File: config.mk
export PLATFORM = sky130hd
export DESIGN_NAME = pipe_run_monitor_flat
export DESIGN_NICKNAME = d
export VERILOG_FILES = /design/src/rtl/pipe_run_monitor_pkg.sv /design/src/rtl/pipe_run_monitor_if.sv /design/src/rtl/pipe_run_monitor_fifo.sv /design/src/rtl/pipe_run_monitor.sv /design/src/flat_wrapper.sv
export SDC_FILE = /design/constraint.sdc
export NUM_CORES = 2
export LEC_CHECK = 0
export CORE_ASPECT_RATIO = 0.6
export CORE_MARGIN = 10
export CORE_UTILIZATION = 55
export CTS_CLUSTER_SIZE = 20
export DETAILED_ROUTE_END_ITERATION = 8
export HOLD_SLACK_MARGIN = 0.06
export PLACE_DENSITY = 0.85
export SETUP_SLACK_MARGIN = 0.02
export SKIP_CTS_REPAIR_TIMING = 1
export SYNTH_ARGS = -nofsm -noshare
export SYNTH_HDL_FRONTEND = slang
export SYNTH_HIERARCHICAL = 1
export SYNTH_SLANG_ARGS = --single-unit
export TNS_END_PERCENT = 50
File: constraint.sdc
create_clock -name clk -period 11 [get_ports clk]
set_input_delay 1.1 -clock clk [delete_from_list [all_inputs] [get_ports clk]]
set_output_delay 1.1 -clock clk [all_outputs]
set_load 0.02 [all_outputs]
File: src/rtl/pipe_run_monitor_pkg.sv
// Shared definitions for the pipelined-core run monitor: state encoding,
// flag bit positions and the default termination signature.
package run_mon_pkg;

  typedef enum logic [1:0] {
    ST_LOAD = 2'b00,
    ST_RUN  = 2'b01,
    ST_DONE = 2'b10
  } run_state_e;

  // Bit positions inside the 4-bit sticky flags vector.
  localparam int FLAG_EXP_OVF   = 0;
  localparam int FLAG_LEFTOVER  = 1;
  localparam int FLAG_UNDERFLOW = 2;
  localparam int FLAG_TIMEOUT   = 3;

  localparam logic [31:0] TERM_SIG_DEFAULT = 32'hFFFF_FFFF;

endpackage

File: src/rtl/pipe_run_monitor_if.sv
// Observation bus from the core: data-memory write port plus fetched instruction.
interface pipe_run_monitor_if #(
  parameter int DATA_W = 32,
  parameter int ADDR_W = 32
) ();
  logic              mon_write;
  logic [ADDR_W-1:0] mon_addr;
  logic [DATA_W-1:0] mon_data;
  logic [DATA_W-1:0] mon_inst;

  modport master (output mon_write, output mon_addr, output mon_data, output mon_inst);
  modport slave  (input  mon_write, input  mon_addr, input  mon_data, input  mon_inst);
endinterface

File: src/rtl/pipe_run_monitor_fifo.sv
// Single-clock expected-answer FIFO; pointers carry an extra wrap bit so that
// full and empty are distinguished without a separate occupancy counter.
module mon_exp_fifo #(
  parameter int DATA_W = 32,
  parameter int DEPTH  = 64
) (
  input  logic              clk,
  input  logic              nrst,
  input  logic              push,
  input  logic              pop,
  input  logic              flush,
  input  logic [DATA_W-1:0] din,
  output logic              full,
  output logic              empty,
  output logic [DATA_W-1:0] head
);
  localparam int AW = $clog2(DEPTH);
  localparam logic [AW:0] PTR_ONE = {{AW{1'b0}}, 1'b1};

  logic [AW:0]       wr_ptr_q, wr_ptr_d, rd_ptr_q, rd_ptr_d;
  logic [DATA_W-1:0] mem_q [DEPTH];
  logic              push_ok, pop_ok;

  assign empty   = (wr_ptr_q == rd_ptr_q);
  assign full    = (wr_ptr_q[AW] != rd_ptr_q[AW]) && (wr_ptr_q[AW-1:0] == rd_ptr_q[AW-1:0]);
  assign head    = mem_q[rd_ptr_q[AW-1:0]];
  assign push_ok = push & ~full;
  assign pop_ok  = pop & ~empty;

  always_comb begin
    wr_ptr_d = wr_ptr_q;
    rd_ptr_d = rd_ptr_q;
    if (flush) begin
      wr_ptr_d = {(AW+1){1'b0}};
      rd_ptr_d = {(AW+1){1'b0}};
    end else begin
      wr_ptr_d = push_ok ? wr_ptr_q + PTR_ONE : wr_ptr_q;
      rd_ptr_d = pop_ok  ? rd_ptr_q + PTR_ONE : rd_ptr_q;
    end
  end

  always_ff @(posedge clk or negedge nrst) begin
    if (!nrst) begin
      wr_ptr_q <= {(AW+1){1'b0}};
      rd_ptr_q <= {(AW+1){1'b0}};
    end else begin
      wr_ptr_q <= wr_ptr_d;
      rd_ptr_q <= rd_ptr_d;
    end
  end

  // Storage is not reset; only entries between the pointers are ever read.
  always_ff @(posedge clk) begin
    if (push_ok && !flush) begin
      mem_q[wr_ptr_q[AW-1:0]] <= din;
    end
  end
endmodule

File: src/rtl/pipe_run_monitor.sv
// Run monitor: checks committed data writes against a preloaded answer list,
// counts run cycles and fetch-stall episodes, and reports a pass/fail verdict.
module pipe_run_monitor
  import run_mon_pkg::*;
#(
  parameter int                DATA_W      = 32,
  parameter int                ADDR_W      = 32,
  parameter int                EXP_DEPTH   = 64,
  parameter logic [DATA_W-1:0] TERM_SIG    = {DATA_W{1'b1}},
  parameter int                STALL_LIMIT = 2,
  parameter int unsigned       TIMEOUT     = 32'd1_000_000,
  parameter int                CNT_W       = 32
) (
  input  logic               clk,
  input  logic               nrst,
  input  logic               exp_wr_en,
  input  logic [DATA_W-1:0]  exp_wr_data,
  input  logic               arm,
  pipe_run_monitor_if.slave  mon,
  output logic [1:0]         state_o,
  output logic               done,
  output logic               pass,
  output logic [CNT_W-1:0]   match_cnt,
  output logic [CNT_W-1:0]   mismatch_cnt,
  output logic [CNT_W-1:0]   cycle_cnt,
  output logic [CNT_W-1:0]   stall_cnt,
  output logic               err_valid,
  output logic [ADDR_W-1:0]  err_addr,
  output logic [DATA_W-1:0]  err_exp,
  output logic [DATA_W-1:0]  err_act,
  output logic [3:0]         flags
);
  localparam logic [CNT_W-1:0] CNT_ZERO    = {CNT_W{1'b0}};
  localparam logic [CNT_W-1:0] CNT_ONE     = {{(CNT_W-1){1'b0}}, 1'b1};
  localparam logic [CNT_W-1:0] STALL_RUN   = CNT_W'(STALL_LIMIT - 1);
  localparam logic [CNT_W-1:0] TIMEOUT_CNT = CNT_W'(TIMEOUT);

  function automatic logic [CNT_W-1:0] sat_inc(input logic [CNT_W-1:0] v);
    return (&v) ? v : v + CNT_ONE;
  endfunction

  run_state_e        state_q, state_d;
  logic [CNT_W-1:0]  match_cnt_q, match_cnt_d, mismatch_cnt_q, mismatch_cnt_d;
  logic [CNT_W-1:0]  cycle_cnt_q, cycle_cnt_d, stall_cnt_q, stall_cnt_d;
  logic [CNT_W-1:0]  run_len_q, run_len_d, cycle_inc;
  logic              err_valid_q, err_valid_d, done_q, done_d, pass_q, pass_d;
  logic [ADDR_W-1:0] err_addr_q, err_addr_d;
  logic [DATA_W-1:0] err_exp_q, err_exp_d, err_act_q, err_act_d;
  logic [DATA_W-1:0] prev_inst_q, prev_inst_d;
  logic [3:0]        flags_q, flags_d;
  logic              fifo_push, fifo_pop, fifo_flush, fifo_full, fifo_empty, term_hit;
  logic [DATA_W-1:0] fifo_head;

  mon_exp_fifo #(.DATA_W(DATA_W), .DEPTH(EXP_DEPTH)) u_fifo (
    .clk(clk), .nrst(nrst), .push(fifo_push), .pop(fifo_pop), .flush(fifo_flush),
    .din(exp_wr_data), .full(fifo_full), .empty(fifo_empty), .head(fifo_head)
  );

  assign term_hit  = mon.mon_write && (mon.mon_data == TERM_SIG);
  assign cycle_inc = sat_inc(cycle_cnt_q);

  always_comb begin
    state_d = state_q;           match_cnt_d = match_cnt_q;   mismatch_cnt_d = mismatch_cnt_q;
    cycle_cnt_d = cycle_cnt_q;   stall_cnt_d = stall_cnt_q;   run_len_d = run_len_q;
    err_valid_d = err_valid_q;   err_addr_d = err_addr_q;     err_exp_d = err_exp_q;
    err_act_d = err_act_q;       prev_inst_d = prev_inst_q;   flags_d = flags_q;
    fifo_push = 1'b0;            fifo_pop = 1'b0;             fifo_flush = 1'b0;
    case (state_q)
      ST_LOAD: begin
        fifo_push = exp_wr_en;
        flags_d[FLAG_EXP_OVF] = flags_q[FLAG_EXP_OVF] | (exp_wr_en & fifo_full);
        // Arming keeps the loaded answers and the load-phase overflow flag.
        if (arm) begin
          state_d = ST_RUN;
          match_cnt_d = CNT_ZERO;  mismatch_cnt_d = CNT_ZERO;
          cycle_cnt_d = CNT_ZERO;  stall_cnt_d = CNT_ZERO;  run_len_d = CNT_ZERO;
          err_valid_d = 1'b0;      err_addr_d = {ADDR_W{1'b0}};
          err_exp_d = {DATA_W{1'b0}};  err_act_d = {DATA_W{1'b0}};
          prev_inst_d = {DATA_W{1'b0}};
          flags_d[FLAG_TIMEOUT] = 1'b0;  flags_d[FLAG_UNDERFLOW] = 1'b0;
          flags_d[FLAG_LEFTOVER] = 1'b0;
        end else begin
          state_d = ST_LOAD;
        end
      end
      ST_RUN: begin
        cycle_cnt_d = cycle_inc;
        prev_inst_d = mon.mon_inst;
        if (mon.mon_inst == prev_inst_q) begin
          run_len_d   = (run_len_q == STALL_RUN) ? run_len_q : run_len_q + CNT_ONE;
          stall_cnt_d = (run_len_q == STALL_RUN - CNT_ONE) ? sat_inc(stall_cnt_q) : stall_cnt_q;
        end else begin
          run_len_d = CNT_ZERO;
        end
        if (term_hit) begin
          state_d = ST_DONE;
          flags_d[FLAG_LEFTOVER] = ~fifo_empty;
        end else begin
          if (mon.mon_write) begin
            fifo_pop = 1'b1;
            if (!fifo_empty && (fifo_head == mon.mon_data)) begin
              match_cnt_d = sat_inc(match_cnt_q);
            end else begin
              mismatch_cnt_d = sat_inc(mismatch_cnt_q);
              flags_d[FLAG_UNDERFLOW] = flags_q[FLAG_UNDERFLOW] | fifo_empty;
              if (!err_valid_q) begin
                err_valid_d = 1'b1;
                err_addr_d  = mon.mon_addr;
                err_exp_d   = fifo_empty ? {DATA_W{1'b0}} : fifo_head;
                err_act_d   = mon.mon_data;
              end else begin
                err_valid_d = 1'b1;
              end
            end
          end else begin
            fifo_pop = 1'b0;
          end
          if (cycle_inc == TIMEOUT_CNT) begin
            flags_d[FLAG_TIMEOUT] = 1'b1;
            state_d = ST_DONE;
          end else begin
            state_d = ST_RUN;
          end
        end
      end
      ST_DONE: begin
        if (arm) begin
          state_d = ST_LOAD;
          fifo_flush = 1'b1;
          flags_d[FLAG_EXP_OVF] = 1'b0;
        end else begin
          state_d = ST_DONE;
        end
      end
      default: state_d = ST_LOAD;
    endcase
    done_d = (state_d == ST_DONE);
    pass_d = done_d && (mismatch_cnt_d == CNT_ZERO) && (flags_d == 4'b0000);
  end

  // State, counters, error capture and verdict registers.
  always_ff @(posedge clk or negedge nrst) begin
    if (!nrst) begin
      state_q <= ST_LOAD;         match_cnt_q <= CNT_ZERO;     mismatch_cnt_q <= CNT_ZERO;
      cycle_cnt_q <= CNT_ZERO;    stall_cnt_q <= CNT_ZERO;     run_len_q <= CNT_ZERO;
      err_valid_q <= 1'b0;        err_addr_q <= {ADDR_W{1'b0}};
      err_exp_q <= {DATA_W{1'b0}};  err_act_q <= {DATA_W{1'b0}};
      prev_inst_q <= {DATA_W{1'b0}};  flags_q <= 4'b0000;
      done_q <= 1'b0;             pass_q <= 1'b0;
    end else begin
      state_q <= state_d;         match_cnt_q <= match_cnt_d;  mismatch_cnt_q <= mismatch_cnt_d;
      cycle_cnt_q <= cycle_cnt_d; stall_cnt_q <= stall_cnt_d;  run_len_q <= run_len_d;
      err_valid_q <= err_valid_d; err_addr_q <= err_addr_d;
      err_exp_q <= err_exp_d;     err_act_q <= err_act_d;
      prev_inst_q <= prev_inst_d; flags_q <= flags_d;
      done_q <= done_d;           pass_q <= pass_d;
    end
  end

  assign state_o      = state_q;
  assign done         = done_q;
  assign pass         = pass_q;
  assign match_cnt    = match_cnt_q;
  assign mismatch_cnt = mismatch_cnt_q;
  assign cycle_cnt    = cycle_cnt_q;
  assign stall_cnt    = stall_cnt_q;
  assign err_valid    = err_valid_q;
  assign err_addr     = err_addr_q;
  assign err_exp      = err_exp_q;
  assign err_act      = err_act_q;
  assign flags        = flags_q;
endmodule

File: src/flat_wrapper.sv
// flat-port wrapper written by rule: the top's interface ports become plain ports
module pipe_run_monitor_flat import run_mon_pkg::*;
#(
  parameter int                DATA_W      = 32,
  parameter int                ADDR_W      = 32,
  parameter int                EXP_DEPTH   = 64,
  parameter logic [DATA_W-1:0] TERM_SIG    = {DATA_W{1'b1}},
  parameter int                STALL_LIMIT = 2,
  parameter int unsigned       TIMEOUT     = 32'd1_000_000,
  parameter int                CNT_W       = 32
)
  (clk, nrst, exp_wr_en, exp_wr_data, arm, state_o, done, pass, match_cnt, mismatch_cnt, cycle_cnt, stall_cnt, err_valid, err_addr, err_exp, err_act, flags, mon_mon_write, mon_mon_addr, mon_mon_data, mon_mon_inst);
  pipe_run_monitor_if #(.DATA_W(DATA_W), .ADDR_W(ADDR_W)) mon_i ();
  input  logic clk;
  input  logic nrst;
  input  logic exp_wr_en;
  input  logic [DATA_W-1:0] exp_wr_data;
  input  logic arm;
  output logic [1:0] state_o;
  output logic done;
  output logic pass;
  output logic [CNT_W-1:0] match_cnt;
  output logic [CNT_W-1:0] mismatch_cnt;
  output logic [CNT_W-1:0] cycle_cnt;
  output logic [CNT_W-1:0] stall_cnt;
  output logic err_valid;
  output logic [ADDR_W-1:0] err_addr;
  output logic [DATA_W-1:0] err_exp;
  output logic [DATA_W-1:0] err_act;
  output logic [3:0] flags;
  input wire logic [$bits(mon_i.mon_write)-1:0] mon_mon_write;
  input wire logic [$bits(mon_i.mon_addr)-1:0] mon_mon_addr;
  input wire logic [$bits(mon_i.mon_data)-1:0] mon_mon_data;
  input wire logic [$bits(mon_i.mon_inst)-1:0] mon_mon_inst;
  assign mon_i.mon_write = mon_mon_write;
  assign mon_i.mon_addr = mon_mon_addr;
  assign mon_i.mon_data = mon_mon_data;
  assign mon_i.mon_inst = mon_mon_inst;
  pipe_run_monitor #(.DATA_W(DATA_W), .ADDR_W(ADDR_W), .EXP_DEPTH(EXP_DEPTH), .TERM_SIG(TERM_SIG), .STALL_LIMIT(STALL_LIMIT), .TIMEOUT(TIMEOUT), .CNT_W(CNT_W)) u_core (.clk(clk), .nrst(nrst), .exp_wr_en(exp_wr_en), .exp_wr_data(exp_wr_data), .arm(arm), .mon(mon_i), .state_o(state_o), .done(done), .pass(pass), .match_cnt(match_cnt), .mismatch_cnt(mismatch_cnt), .cycle_cnt(cycle_cnt), .stall_cnt(stall_cnt), .err_valid(err_valid), .err_addr(err_addr), .err_exp(err_exp), .err_act(err_act), .flags(flags));
endmodule
== Word-level counts from Yosys, hierarchy flattened ==
Memory sizes are Yosys's and may differ from the RTL's.
Index checks and enable logic that the tools add are counted.
Cells by class
  bitwise gates (word level): 7
  multiplexer cells: 69
  divide/modulo/power cells: 0
  add/subtract/negate cells: 7
  equality and inequality tests: 22
  shift-type cells: 0
  reduce and logical (&&, ||, !) cells: 25
  multipliers: 0
  $lt $le $gt $ge: 0
Operators by type and width (number)
  32-bit two-way mux: 29
  32-bit case mux with 2 select lines: 9
  32-bit by 1-bit adder with 32-bit output, second input constant: 5
  32-bit AND reduction: 4
  32-bit equality test: 2
  32-bit logical NOT: 2
  32-bit by 1-bit equality test with 1-bit output, second input constant: 1
  32-bit by 20-bit equality test with 1-bit output, second input constant: 1
  32-bit equality test, second input constant: 1
  7-bit two-way mux: 4
  1-bit two-way mux: 18
  7-bit by 1-bit adder with 7-bit output, second input constant: 2
  2-bit inequality test, second input constant: 7
  6-bit AND reduction: 2
  5-bit AND reduction: 2
  2-bit two-way mux: 4
  7-bit equality test: 1
  6-bit equality test: 1
  1-bit logical AND: 6
  2-bit by 1-bit inequality test with 1-bit output, second input constant: 3
  2-bit case mux with 3 select lines: 1
  3-bit case mux with 2 select lines: 1
  2-bit nonzero test: 3
  2-bit equality test, second input constant: 2
  other kinds (13): 19
Storage, ports and cells
  output and inout port bits: 233
  word-level logic and storage cells: 147
  latch bits: 0
  memories kept: 1
  memory bits (read-only): 0
  RAM bits: 2048
  register bits after elaboration: 311
  input bits: 133
Memory list
  u_core.u_fifo.mem_q: depth 64, bits a word 32, read ports 1, clocked after Yosys merged registers in 0, wr ports 1, RTL line pipe_run_monitor_fifo.sv:21  | logic [DATA_W-1:0] mem_q [DEPTH];

== Longest topological paths before layout ==
  word-level depth: 10
  gate-level depth with buffers: 22
  mapped depth without buffers: 14

== By module ==
Netlist, hierarchy kept.
Modules (own cells, without submodules)
  mon_exp_fifo: instances 1, cells each 3439, area each 79137.1 um^2, seq. area each 61849.3 um^2
  pipe_run_monitor: instances 1, cells each 1748, area each 15502.4 um^2, seq. area each 7432.1 um^2

== Least setup slack after synthesis ==
OpenSTA, ideal clock, no wires.
  path type: input to register
  start: in exp_wr_en
  end: mem u_core.u_fifo.mem_q[57][0] (enable)
  library setup time: 421 ps
  setup slack: 6565 ps
  data required time: 10579 ps
  arrival: 4013 ps
  buffers on the path: 1
  stages on the path: 6
  cell sequence: nor3b_1 inv_1 nor3b_1 or4b_1 buf_2 nor2_1
Between the ends
  word-level cells in the longest chain between the ends: 5
Ends and longest elaborated chain
  from (decl): RTL line flat_wrapper.sv:16  | input logic exp_wr_en;
  1-bit two-way mux: RTL line pipe_run_monitor.sv:68  | case (state_q)
  1-bit bitwise AND: RTL line pipe_run_monitor_fifo.sv:27  | assign push_ok = push & ~full;
  1-bit logical AND: RTL line pipe_run_monitor_fifo.sv:54  | if (push_ok && !flush) begin
  1-bit two-way mux: RTL line pipe_run_monitor_fifo.sv:54
  1-bit two-way mux (implied by the code): RTL line pipe_run_monitor_fifo.sv:55  | mem_q[wr_ptr_q[AW-1:0]] <= din;
  to (decl): RTL line pipe_run_monitor_fifo.sv:21
Every way passes these cells.

== Worst setup path after layout ==
  start: reg u_core.u_fifo.rd_ptr_q[2]
  end: reg u_core.pass_q (netlist: u_core/pass)
Between the ends
  word-level cells in the longest chain between the ends: 10
  elaborated cells between the ends (all ways): 25
  those cells by class: eq/ne (3); mux (10); bitwise (4); reduce/logical (7); memory (1)
Ends and longest elaborated chain
  from (decl): RTL line pipe_run_monitor_fifo.sv:20  | logic [AW:0] wr_ptr_q, wr_ptr_d, rd_ptr_q, rd_ptr_d;
  from (signal assigned): RTL line pipe_run_monitor_fifo.sv:45  | rd_ptr_q <= {(AW+1){1'b0}};
  from (signal assigned): RTL line pipe_run_monitor_fifo.sv:48  | rd_ptr_q <= rd_ptr_d;
  memory 64 x 32 bit (*)
  named net u_core.fifo_head[3]: RTL line pipe_run_monitor.sv:52  | logic [DATA_W-1:0] fifo_head;
  32-bit equality test (*): RTL line pipe_run_monitor.sv:101  | if (!fifo_empty && (fifo_head == mon.mon_data)) begin
  1-bit logical AND (*): RTL line pipe_run_monitor.sv:101
  32-bit two-way mux: RTL line pipe_run_monitor.sv:101
  32-bit two-way mux: RTL line pipe_run_monitor.sv:99  | if (mon.mon_write) begin
  32-bit two-way mux: RTL line pipe_run_monitor.sv:95  | if (term_hit) begin
  32-bit case mux with 2 select lines: RTL line pipe_run_monitor.sv:68
  32-bit logical NOT: RTL line pipe_run_monitor.sv:138  | pass_d = done_d && (mismatch_cnt_d == CNT_ZERO) && (flags_d == 4'b0000);
  1-bit logical AND: RTL line pipe_run_monitor.sv:138
  1-bit logical AND (*): RTL line pipe_run_monitor.sv:138
  named net u_core.pass_d: RTL line pipe_run_monitor.sv:46  | logic err_valid_q, err_valid_d, done_q, done_d, pass_q, pass_d;
  to (signal assigned): RTL line pipe_run_monitor.sv:156  | done_q <= done_d; pass_q <= pass_d;
  to (decl): RTL line pipe_run_monitor.sv:46
Mark *: on every way through the listed nets, which the timed path passes. The rest lies on a longest branch.
A chain may end at the register's enable or synchronous reset.

==> impl_metrics.toml <==
[drt]
wl_per_cell_um = 35.6
drtPass1Iterations = 6
antenna_left = 0
route.detailed.drc = 0
drt-total-wl_um = 284000
vias = 56800
viasPerCell = 7.11
drt_iter0_drc = 10400

[timing]
slew_headroom_pct = 11.8
finalMaxSlewViolations = 0
setup_viol = 0
worstMarginPinSlew_ns = 1.32
final_hold_viol_count = 0
min_period_ns = 8.39
tns_ns = 0
period_share_pct = 76.3
finClkSkew_ns = 0.0683
fmax_mhz = 119
rsz0062_at_grt = "no"

[critical_path]
cp_top_family = "simple AND/OR/NAND/NOR gates"
critical-path-max-stage-delay_ns = 1.01
crit_path_max_fanout = 65
path_cells = "buf_4 > nor3b_2 > buf_4 > a22oi_1 > o211ai_1 > a21oi_1 > a2111oi_2 > xnor2_1 > nand4_1 > nor4_1 > nand3_1 > nand2_1 > nor4_1 > or4_1 > a2111o_1 > nor4_2"
crit_type = "reg2reg"
cp-end-kind = "flop"
crit_buf_inv = 2
worstPathArrival_ns = 9.12
cp_slowest_cell = "a2111oi_2"
cp.required_ns = 11.73
crit_path_start_kind = "flop"

[yosys]
synth_flop_cell = "edfxtp_1"
synth_area_mm2 = 0.0946
synth_edf_count = 2048
yosys_warnings = 6
syn_avg_cell_area_um2 = 18.2
synthCells = 5187
ys_ff_latch = 2359
synth_fp_nets = 5329
synth-async-reset-ratio_pct = 13.2
ys_seq_area_share_pct = 73.2
synth_cell_type_count = 87

[clocking]
htreeDepth = 4
cts.sinks = 2359
numCtsBuffers = 197
cts_tree = "yes"
root_buffer = "clkbuf_16"
clk_path_buf_depth = 4
clkTransAtPathRegs_ns = 0.07
clk_latency_ns = 0.86

[worst_hold_path]
hp-class = "in2async"

[final_layout]
layout.cells.non_filler = 7989
layout_commonest_cell = "edfxtp_1"
final-seq-area_mm2 = 0.0693
syn2layout_area_growth_pct = 13.2
multi_input_area_mm2 = 0.0241
most-common-layout-cells = "2048 x edfxtp_1, 482 x mux4_2, 350 x nand2_1"
fillers = 10900
final_cell_area_mm2 = 0.107
fin_util_pct = 63.0
layout-drive-gt1-share_pct = 18.7
layout.nets = 5710

[grt]
grt_usage_pct = 29.2
antenna_found_initial = 12
first_global_vias = 56200
grt_max_degree = 147
grt_first_pass_wirelength_um = 406000
grt_overflow = 0

[run]
maxCapViolCount = 0

[floorplanning]
initial_core_util_pct = 55.6
core-area_mm2 = 0.170
die_area_mm2 = 0.190
die_height_um = 341
die_x_um = 556
row_count = 117
ioPinCount = 366

[power_and_ir_drop]
switchingPower_w = 0.00780
ir_drop_mv = 0.234
p_sw_share_pct = 31.8
seqPwrFrac_pct = 41.9
p_leak_nw = 35.4
power_frac_comb_pct = 29.1
power_density_mw_per_mm2 = 229
p_clk_share_pct = 29.0
p_int_w = 0.0168

[placement]
dp_hpwl_um = 160000
place_congestion = 0.961
place_inst = 7630
port_buffers = 365
placed_cell_area_mm2 = 0.101

[status]
status = "complete, no violations"
synth_stat cells (all sizes together) (34+ instances only):
cell | instances | area (um2)
edfxtp | 2048 | 61500
mux4 | 482 | 10900
nand2 | 352 | 1330
dfrtp | 311 | 7780
nor2 | 220 | 828
nand3 | 178 | 901
buf | 167 | 1140
mux2i | 148 | 1480
clkbuf | 139 | 527
o21ai | 101 | 505
a22oi | 92 | 691
o22ai | 84 | 526
xnor2 | 82 | 718
xor2 | 77 | 674
a21oi | 60 | 300
nand4 | 60 | 403
a22o | 53 | 464
nor3 | 49 | 262
nor4 | 40 | 284
and3 | 37 | 231
a211oi | 36 | 270
o31ai | 34 | 255
final timing paths:
path / cells past startpoint / from / slack (ns) / endpoint
max: 16 / u_core/u_fifo/rd_ptr_q[2] / 2.61 / u_core/pass
max reg2reg: 16 / u_core/u_fifo/rd_ptr_q[2] / 2.61 / u_core/pass
min in group clk: 2 / u_core/err_act[18] / 0.47 / u_core/err_act[18]
max in group asynchronous: 3 / nrst / 8.35 / u_core/u_fifo/rd_ptr_q[2]
min: 1 / nrst / 0.30 / u_core/match_cnt[26]
min reg2reg: 2 / u_core/err_act[18] / 0.47 / u_core/err_act[18]
final cells by class:
cell class | instances | share of cell area [%]
clock buffers | 244 | 4.84
flip-flops and latches | 2359 | 64.7
inverters | 32 | 0.114
diodes | 6 | 0.0140
repair buffers | 488 | 4.20
multi-input cells | 2490 | 22.5
clock inverters | 109 | 1.02
well taps | 2261 | 2.64
flip-flops by register name, indices dropped and copies added (netlist names):
| signal | count |
|---|---|
| u_core/u_fifo/mem_q | 2048 |
| u_core/cycle_cnt | 32 |
| u_core/err_act | 32 |
| u_core/err_addr | 32 |
| u_core/err_exp | 32 |
| u_core/match_cnt | 32 |
| u_core/mismatch_cnt | 32 |
| u_core/prev_inst_q | 32 |
| u_core/run_len_q | 32 |
| u_core/stall_cnt | 32 |
| u_core/u_fifo/rd_ptr_q | 7 |
| u_core/u_fifo/wr_ptr_q | 7 |
| u_core/flags | 4 |
| u_core/state_o | 2 |
| u_core/done | 1 |
| u_core/err_valid | 1 |
| u_core/pass | 1 |
per-stage QoR:
| step | power (W) | hold slack (ns) | setup slack, ns |
|---|---|---|---|
| after floorplan | 0.0150 | 0.468 | 6.57 |
| after global placement | 0.0171 | 0.455 | 3.36 |
| after detailed placement | 0.0172 | 0.455 | 3.20 |
| after CTS | 0.0244 | 0.328 | 3.14 |
| after global routing | 0.0251 | 0.361 | 2.51 |
| final | 0.0246 | 0.305 | 2.61 |
power groups by stage:
stage / registers, W / clock network (W) / logic, W
3_3_place_gp: 0.0104 / 0 / 0.00663
2_1_floorplan: 0.0105 / 0 / 0.00448
3_5_place_dp: 0.0105 / 0 / 0.00679
5_1_grt: 0.0103 / 0.00748 / 0.00736
4_1_cts: 0.0103 / 0.00714 / 0.00698
6_report: 0.0103 / 0.00712 / 0.00715
per-layer routing:
layer	global-route usage, %	share of wire, %	vias up
met5	0	0.028	-
met4	10.7	4.5	10
met3	10.6	17	959
met2	43.2	45	5479
met1	40.1	34	28700
li1	-	-	21600
logic make-up (layout without fill, tap and decap cells):
logic type,Yosys count,after routing,synth area share (%)
simple gates,1066,1066,5.46
fa+ha+maj,9,9,0.119
buf+inv,338,873,1.89
mux,661,661,13.4
compound gates,595,595,4.45
xor+xnor,159,159,1.47
flops,2359,2359,73.2
other cells,0,6,0
Power figures use the tool's default switching activity.
